### config.mk
export PLATFORM = sky130hd
export DESIGN_NAME = eth_e2e_afu_csr
export DESIGN_NICKNAME = d
export VERILOG_FILES = /design/src/rtl/eth_e2e_afu_csr.sv
export SDC_FILE = /design/constraint.sdc
export NUM_CORES = 1
export LEC_CHECK = 0
export CORE_MARGIN = 2
export CORE_UTILIZATION = 45
export DETAILED_ROUTE_END_ITERATION = 7
export GPL_TIMING_DRIVEN = 0
export PLACE_DENSITY = 0.79
export SKIP_CTS_REPAIR_TIMING = 1
export SKIP_LAST_GASP = 1
export SYNTH_ARGS = -nofsm -noshare
export SYNTH_HDL_FRONTEND = slang
export SYNTH_SLANG_ARGS = --single-unit
### constraint.sdc
create_clock -name pClk -period 3 [get_ports pClk]
set_input_delay 0.6 -clock pClk [delete_from_list [all_inputs] [get_ports pClk]]
set_output_delay 0.6 -clock pClk [all_outputs]
set_load 0.05 [all_outputs]
### src/rtl/eth_e2e_afu_csr.sv
// rtl/eth_e2e_afu_csr.sv - MMIO CSR front end with indirect PRMG window to the E2E register file and MAC CSR bridge.
// Optional link status/drop counter (E2E regs 9/10) enabled by defining E2E_LINK_STAT_EN.
module eth_e2e_afu_csr #(
  parameter logic [63:0] AFU_ID_L  = 64'h0,
  parameter logic [63:0] AFU_ID_H  = 64'h0,
  parameter int          NUM_PORTS = 4
) (
  input  logic                 pClk,
  input  logic                 pck_cp2af_softReset,
  input  logic                 mmio_rd_valid,
  input  logic                 mmio_wr_valid,
  input  logic [15:0]          mmio_addr,
  input  logic [8:0]           mmio_tid,
  input  logic [63:0]          mmio_wdata,
  output logic                 mmio_rsp_valid,
  output logic [8:0]           mmio_rsp_tid,
  output logic [63:0]          mmio_rsp_data,
  output logic [15:0]          mac_csr_addr,
  output logic [31:0]          mac_csr_wdata,
  output logic                 mac_csr_wr,
  output logic                 mac_csr_rd,
  input  logic [31:0]          mac_csr_rdata,
  input  logic                 mac_csr_waitrequest,
  output logic [1:0]           mac_port_sel,
  output logic [NUM_PORTS-1:0] mac_rst,
  output logic [NUM_PORTS-1:0] loop_en,
  input  logic [NUM_PORTS-1:0] freq_lock,
  input  logic [NUM_PORTS-1:0] word_lock,
  input  logic [NUM_PORTS-1:0] tx_ready,
  input  logic [NUM_PORTS-1:0] rx_ready
);

  localparam logic [63:0] DFH = 64'h1000_0000_0000_1001;

  typedef enum logic [1:0] {E10_IDLE, E10_WR, E10_RD} e10_state_t;

  logic        rst;
  logic [14:0] mmio_idx;
  assign rst      = pck_cp2af_softReset;
  assign mmio_idx = mmio_addr[15:1];

  // Host-visible registers
  logic [63:0] scratch, prmg_ctrl, prmg_wdata, prmg_rdata;
  logic        prmg_wr_go, prmg_rd_go;
  logic [15:0] prmg_addr;

  // Read pipeline: stage 1 captures the request, stage 2 registers the response
  logic        rd_s1_valid;
  logic [8:0]  rd_s1_tid;
  logic [14:0] rd_s1_idx;
  logic [63:0] mmio_rd_mux;

  // E2E register file
  logic [31:0]          e2e_scratch, e10_wdata, e10_rdata, e2e_rdata;
  logic [17:0]          e10_ctrl;
  e10_state_t           e10_state;
  logic                 e10_busy;
  logic [NUM_PORTS-1:0] freq_meta, freq_sync, word_meta, word_sync;
  logic [NUM_PORTS-1:0] tx_meta, tx_sync, rx_meta, rx_sync;

  assign e10_busy      = (e10_state != E10_IDLE);
  assign mac_csr_addr  = e10_ctrl[15:0];
  assign mac_csr_wdata = e10_wdata;

  always_comb begin
    mmio_rd_mux = 64'h0;
    case (rd_s1_idx)
      15'd0:   mmio_rd_mux = DFH;
      15'd1:   mmio_rd_mux = AFU_ID_L;
      15'd2:   mmio_rd_mux = AFU_ID_H;
      15'd6:   mmio_rd_mux = prmg_ctrl;
      15'd7:   mmio_rd_mux = prmg_wdata;
      15'd8:   mmio_rd_mux = prmg_rdata;
      15'd9:   mmio_rd_mux = scratch;
      default: mmio_rd_mux = 64'h0;
    endcase
  end

  always_ff @(posedge pClk) begin
    if (rst) begin
      rd_s1_valid    <= 1'b0;
      rd_s1_tid      <= 9'h0;
      rd_s1_idx      <= 15'h0;
      mmio_rsp_valid <= 1'b0;
      mmio_rsp_tid   <= 9'h0;
      mmio_rsp_data  <= 64'h0;
    end else begin
      rd_s1_valid    <= mmio_rd_valid;
      rd_s1_tid      <= mmio_tid;
      rd_s1_idx      <= mmio_idx;
      mmio_rsp_valid <= rd_s1_valid;
      if (rd_s1_valid) begin
        mmio_rsp_tid  <= rd_s1_tid;
        mmio_rsp_data <= mmio_rd_mux;
      end
    end
  end

  // Commands fire on a 0->1 transition of the wr/rd bits against the stored control value
  always_ff @(posedge pClk) begin
    if (rst) begin
      scratch    <= 64'h0;
      prmg_ctrl  <= 64'h0;
      prmg_wdata <= 64'h0;
      prmg_rdata <= 64'h0;
      prmg_wr_go <= 1'b0;
      prmg_rd_go <= 1'b0;
      prmg_addr  <= 16'h0;
    end else begin
      prmg_wr_go <= 1'b0;
      prmg_rd_go <= 1'b0;
      if (mmio_wr_valid) begin
        case (mmio_idx)
          15'd6: begin
            prmg_ctrl  <= mmio_wdata;
            prmg_addr  <= mmio_wdata[15:0];
            prmg_wr_go <= mmio_wdata[16] && !prmg_ctrl[16];
            prmg_rd_go <= mmio_wdata[17] && !prmg_ctrl[17] &&
                          !(mmio_wdata[16] && !prmg_ctrl[16]);
          end
          15'd7:   prmg_wdata <= mmio_wdata;
          15'd9:   scratch    <= mmio_wdata;
          default: ;
        endcase
      end
      if (prmg_rd_go)
        prmg_rdata <= {32'h0, e2e_rdata};
    end
  end

  always_ff @(posedge pClk) begin
    if (rst) begin
      freq_meta <= '0; freq_sync <= '0;
      word_meta <= '0; word_sync <= '0;
      tx_meta   <= '0; tx_sync   <= '0;
      rx_meta   <= '0; rx_sync   <= '0;
    end else begin
      freq_meta <= freq_lock; freq_sync <= freq_meta;
      word_meta <= word_lock; word_sync <= word_meta;
      tx_meta   <= tx_ready;  tx_sync   <= tx_meta;
      rx_meta   <= rx_ready;  rx_sync   <= rx_meta;
    end
  end

`ifdef E2E_LINK_STAT_EN
  logic [NUM_PORTS-1:0] link_prev, link_fall;
  logic [31:0]          link_drop_cnt;
  logic [32:0]          link_drop_sum;
  assign link_fall     = link_prev & ~(tx_sync | rx_sync);
  assign link_drop_sum = {1'b0, link_drop_cnt} + 33'($countones(link_fall));

  always_ff @(posedge pClk) begin
    if (rst) begin
      link_prev     <= '0;
      link_drop_cnt <= 32'h0;
    end else begin
      link_prev <= tx_sync | rx_sync;
      if (prmg_wr_go && prmg_addr == 16'd10)
        link_drop_cnt <= 32'h0;
      else if (link_drop_sum[32])
        link_drop_cnt <= 32'hFFFF_FFFF;
      else
        link_drop_cnt <= link_drop_sum[31:0];
    end
  end
`else
  logic unused_link;
  assign unused_link = &{1'b0, tx_sync, rx_sync};
`endif

  always_comb begin
    e2e_rdata = 32'h0;
    case (prmg_addr)
      16'd0:   e2e_rdata = e2e_scratch;
      16'd1:   e2e_rdata = 32'(mac_rst);
      16'd2:   e2e_rdata = {e10_busy, 13'h0, e10_ctrl};
      16'd3:   e2e_rdata = e10_wdata;
      16'd4:   e2e_rdata = e10_rdata;
      16'd5:   e2e_rdata = {30'h0, mac_port_sel};
      16'd6:   e2e_rdata = 32'(loop_en);
      16'd7:   e2e_rdata = 32'(freq_sync);
      16'd8:   e2e_rdata = 32'(word_sync);
`ifdef E2E_LINK_STAT_EN
      16'd9:   e2e_rdata = 32'({rx_sync, tx_sync});
      16'd10:  e2e_rdata = link_drop_cnt;
`endif
      default: e2e_rdata = 32'h0;
    endcase
  end

  always_ff @(posedge pClk) begin
    if (rst) begin
      e2e_scratch  <= 32'h0;
      mac_rst      <= '1;
      e10_ctrl     <= 18'h0;
      e10_wdata    <= 32'h0;
      e10_rdata    <= 32'h0;
      mac_port_sel <= 2'h0;
      loop_en      <= '0;
      e10_state    <= E10_IDLE;
      mac_csr_wr   <= 1'b0;
      mac_csr_rd   <= 1'b0;
    end else begin
      if (prmg_wr_go) begin
        case (prmg_addr)
          16'd0:   e2e_scratch  <= prmg_wdata[31:0];
          16'd1:   mac_rst      <= prmg_wdata[NUM_PORTS-1:0];
          16'd3:   e10_wdata    <= prmg_wdata[31:0];
          16'd5:   mac_port_sel <= prmg_wdata[1:0];
          16'd6:   loop_en      <= prmg_wdata[NUM_PORTS-1:0];
          default: ;
        endcase
      end
      case (e10_state)
        E10_IDLE: begin
          if (prmg_wr_go && prmg_addr == 16'd2) begin
            e10_ctrl <= prmg_wdata[17:0];
            if (prmg_wdata[16]) begin
              e10_state  <= E10_WR;
              mac_csr_wr <= 1'b1;
            end else if (prmg_wdata[17]) begin
              e10_state  <= E10_RD;
              mac_csr_rd <= 1'b1;
            end
          end
        end
        E10_WR: begin
          if (!mac_csr_waitrequest) begin
            e10_state  <= E10_IDLE;
            mac_csr_wr <= 1'b0;
          end
        end
        E10_RD: begin
          if (!mac_csr_waitrequest) begin
            e10_rdata  <= mac_csr_rdata;
            e10_state  <= E10_IDLE;
            mac_csr_rd <= 1'b0;
          end
        end
        default: begin
          e10_state  <= E10_IDLE;
          mac_csr_wr <= 1'b0;
          mac_csr_rd <= 1'b0;
        end
      endcase
    end
  end

  logic unused_ok;
  assign unused_ok = &{1'b0, mmio_addr[0]};

endmodule

==> metrics <==
vias in the first global route about 17,000; total negative setup slack -284 ps; CTS Buf Count 48; RSZ-0062 raised after global routing yes; Async SR Flop Fraction 0%; post-synth net total 2,306; Worst-Skew Late Latency 590 ps; wire per inst approximately 21 microns; fin crit share 103%; initial DRC count 1,943; clk root buf clkbuf_16; CORE AREA 39,500 sq um; Worst setup SP type input port; worst endpoint required time roughly 3500 ps; Slew Limit Fails 0; Reg clk slew, reported paths 60 ps; max_cap viols 0; drt total wl approximately 63,000 microns; Net count, final 2,627; first-pass GRT wire length 95,200 microns; synth unique cells 46; total grt overflow 0; pin count of the biggest net entering global routing 15; Placer Congestion 0.921; Flop pwr share 47.4%; # setup viols final 14; GRT Util Overall 29.6%; Hold Path Class flip-flop to flip-flop; Synth Area per Inst 8.27 sq um; CTS Buffer Depth 3; die area 41,300 sq um; crit-path max FO 10; Comb power frac between 4 and 5%; Core Rows 73; switching pwr between 2 and 3 mW; IO Count between 200 and 300; Die Ht 203 microns; number of synthesized flops with an enable pin 0; number of synthesized register bits 469; Most used DFF post-synth dfxtp_1; HPWL Detailed 45,200 microns; minimum clock period 3090 ps; status finished, violations left; Clk pwr share 48.4%; ANT nets after route 0; H-Tree Depth 2; worst slew pin tran 1150 ps; total power 13.3 mW; Fmax 324 MHz; sequential area share after synthesis 52.5%; Clock Sinks 469; DRT Pass-1 Iters 6; max_slew headroom between 20% and 30%; Crit. End Element flip-flop; DRC violations left 0; CP Class input port to flip-flop; Leak approximately 7.5 nW; Die Span X a little over 200 microns; PD cells 576 nW/um^2; yosys warns 0; Sw Ratio 21.8%; layout cell share with drive strength beyond 1 slightly above 6%; worst ir drop on vdd about 0.42 mV; setup slack after layout -89.4 ps; CTS tree built; initial antenna violation count 1; Layout area overhead 28.8%; Cells after Synth 2,161; failing checks setup timing; vias about 18,000; number of I/O port buffers about 270; final hold vios 0; vias per inst 5.77; hold slack ~440 ps; initial core utilization 45.3%; Mapped Area 17,900 sq um; critical path arrival 3600 ps; clock skew 29.3 ps; internal power ~10 mW
flip-flops by register name (all words and copies together), names as in the netlist, 2 cells and up:
| signal | count |
|---|---|
| prmg_ctrl | 64 |
| e10_state | 2 |
| mac_port_sel | 2 |
| rd_s1_tid | 9 |
| e10_ctrl | 18 |
| prmg_rdata | 32 |
| e2e_scratch | 32 |
| scratch | 64 |
| freq_meta | 4 |
| mmio_rsp_tid | 9 |
| freq_sync | 4 |
| loop_en | 4 |
| e10_rdata | 32 |
| mac_csr_wdata | 32 |
| prmg_wdata | 64 |
| mac_rst | 4 |
| word_sync | 4 |
| rd_s1_idx | 15 |
| word_meta | 4 |
| mmio_rsp_data | 64 |
metal layers:
metal,vias up,wire (microns),track usage (%)
met5,-,0,0
met1,8232,24300,37.8
li1,8082,-,-
met2,1071,28300,46.7
met4,0,3410,16.0
met3,202,7040,6.79
power by group through the flow:
stage,Combinational (mW),Clock [mW],Sequential [mW]
floorplan,0.184,0,6.44
global placement,0.542,0,6.42
detailed placement,0.549,0,6.42
CTS,0.553,6.45,6.28
global route,0.590,6.74,6.28
finish,0.562,6.41,6.28
path summary, 6_finish.rpt:
kind	start	to	slack, ps	cells past startpoint
max	mmio_addr[10]	scratch[2]	-90	8
min	word_meta[0]	word_sync[0]	440	1
max reg2reg	prmg_ctrl[12]	prmg_rdata[17]	0	7
min reg2reg	word_meta[0]	word_sync[0]	440	1
through the flow:
stage	setup WS, ps	instance area, sq um	instances	util [%]
floorplan	858	17900	2161	-
global placement	-522	21200	2952	53.7
detailed placement	-545	21200	2952	53.7
CTS	-204	22900	3041	58.1
global route	-159	23000	3047	58.4
finish	-89.4	23000	3048	58.4
cells by family after synthesis:
| kind of cell | synth area share (%) |
|---|---|
| adders and majority gates | 0.210 |
| muxes | 1.15 |
| DFF | 52.5 |
| and+or+nand+nor | 20.0 |
| AOI/OAI and AO/OA | 21.4 |
| buffers and inverters | 4.68 |
layout make-up:
| class | count | area (sq um) |
|---|---|---|
| diodes | 2 | 5.00 |
| plain buffers | 191 | 816 |
| clock buffers | 64 | 1430 |
| clock inverters | 25 | 293 |
| fillers | 3493 | 16400 |
| inverters | 6 | 22.5 |
| multi-input cells | 1495 | 7690 |
| flip-flops and latches | 469 | 9390 |
| well taps | 525 | 657 |
| repair buffers | 271 | 2730 |
worst max-delay path, stage by stage:
cell and delay, ps:
clkdlybuf4s50_1 430, nor4b_1 420, and3_1 280, nand2_1 90, nor2_1 880, clkbuf_1 520, nand2_1 180, a21oi_1 180
cells in the mapped netlist (2+ instances only):
cell	n	area, sq um
or3_1	6	37.5
nand2_1	679	2550
nor4_4	2	42.5
o21ai_0	71	355
a31oi_1	4	25.0
a222oi_1	43	430
nor4b_1	2	17.5
buf_4	18	135
buf_1	4	15.0
and3_1	3	18.8
o21ai_1	10	50.1
a21o_1	15	113
o221ai_1	2	17.5
a221oi_1	34	298
a22o_1	2	17.5
mux2i_1	16	160
nand4_1	4	25.0
a22oi_1	64	480
nor2_1	36	135
a22oi_2	8	100
nor2b_1	50	313
a21oi_1	327	1640
nand4b_1	3	26.3
a211oi_1	32	240
or2_2	2	12.5
nand3_1	5	25.0
nand3b_1	2	15.0
a311oi_1	2	17.5
nor4_1	9	56.3
nand2b_1	36	225
buf_2	18	90.1
nor2_2	2	12.5
nor3_1	6	30.0
mux2_2	2	22.5
ha_1	3	37.5
inv_1	6	22.5
dfxtp_1	469	9390
clkbuf_1	150	563
or4_1	2	15.0
o22ai_1	2	12.5
and2_1	2	12.5
a211o_1	4	35.0
placed cells by master (no fill, tap or decap), types with 7 or more instances in the layout:
cell,count
a221oi_1,34
o21ai_1,10
dfxtp_1,469
clkdlybuf4s50_1,266
a21o_1,15
buf_4,21
nor4_1,7
buf_2,18
nand2b_1,36
clkbuf_16,49
a22oi_2,8
a211oi_1,32
mux2i_1,16
nor2_1,34
a22oi_1,64
nor2b_1,50
a222oi_1,43
clkbuf_1,149
a21oi_1,327
o21ai_0,71
nand2_1,678
clkinv_2,13
clkbuf_8,15
(Power assumes the default switching activity.)
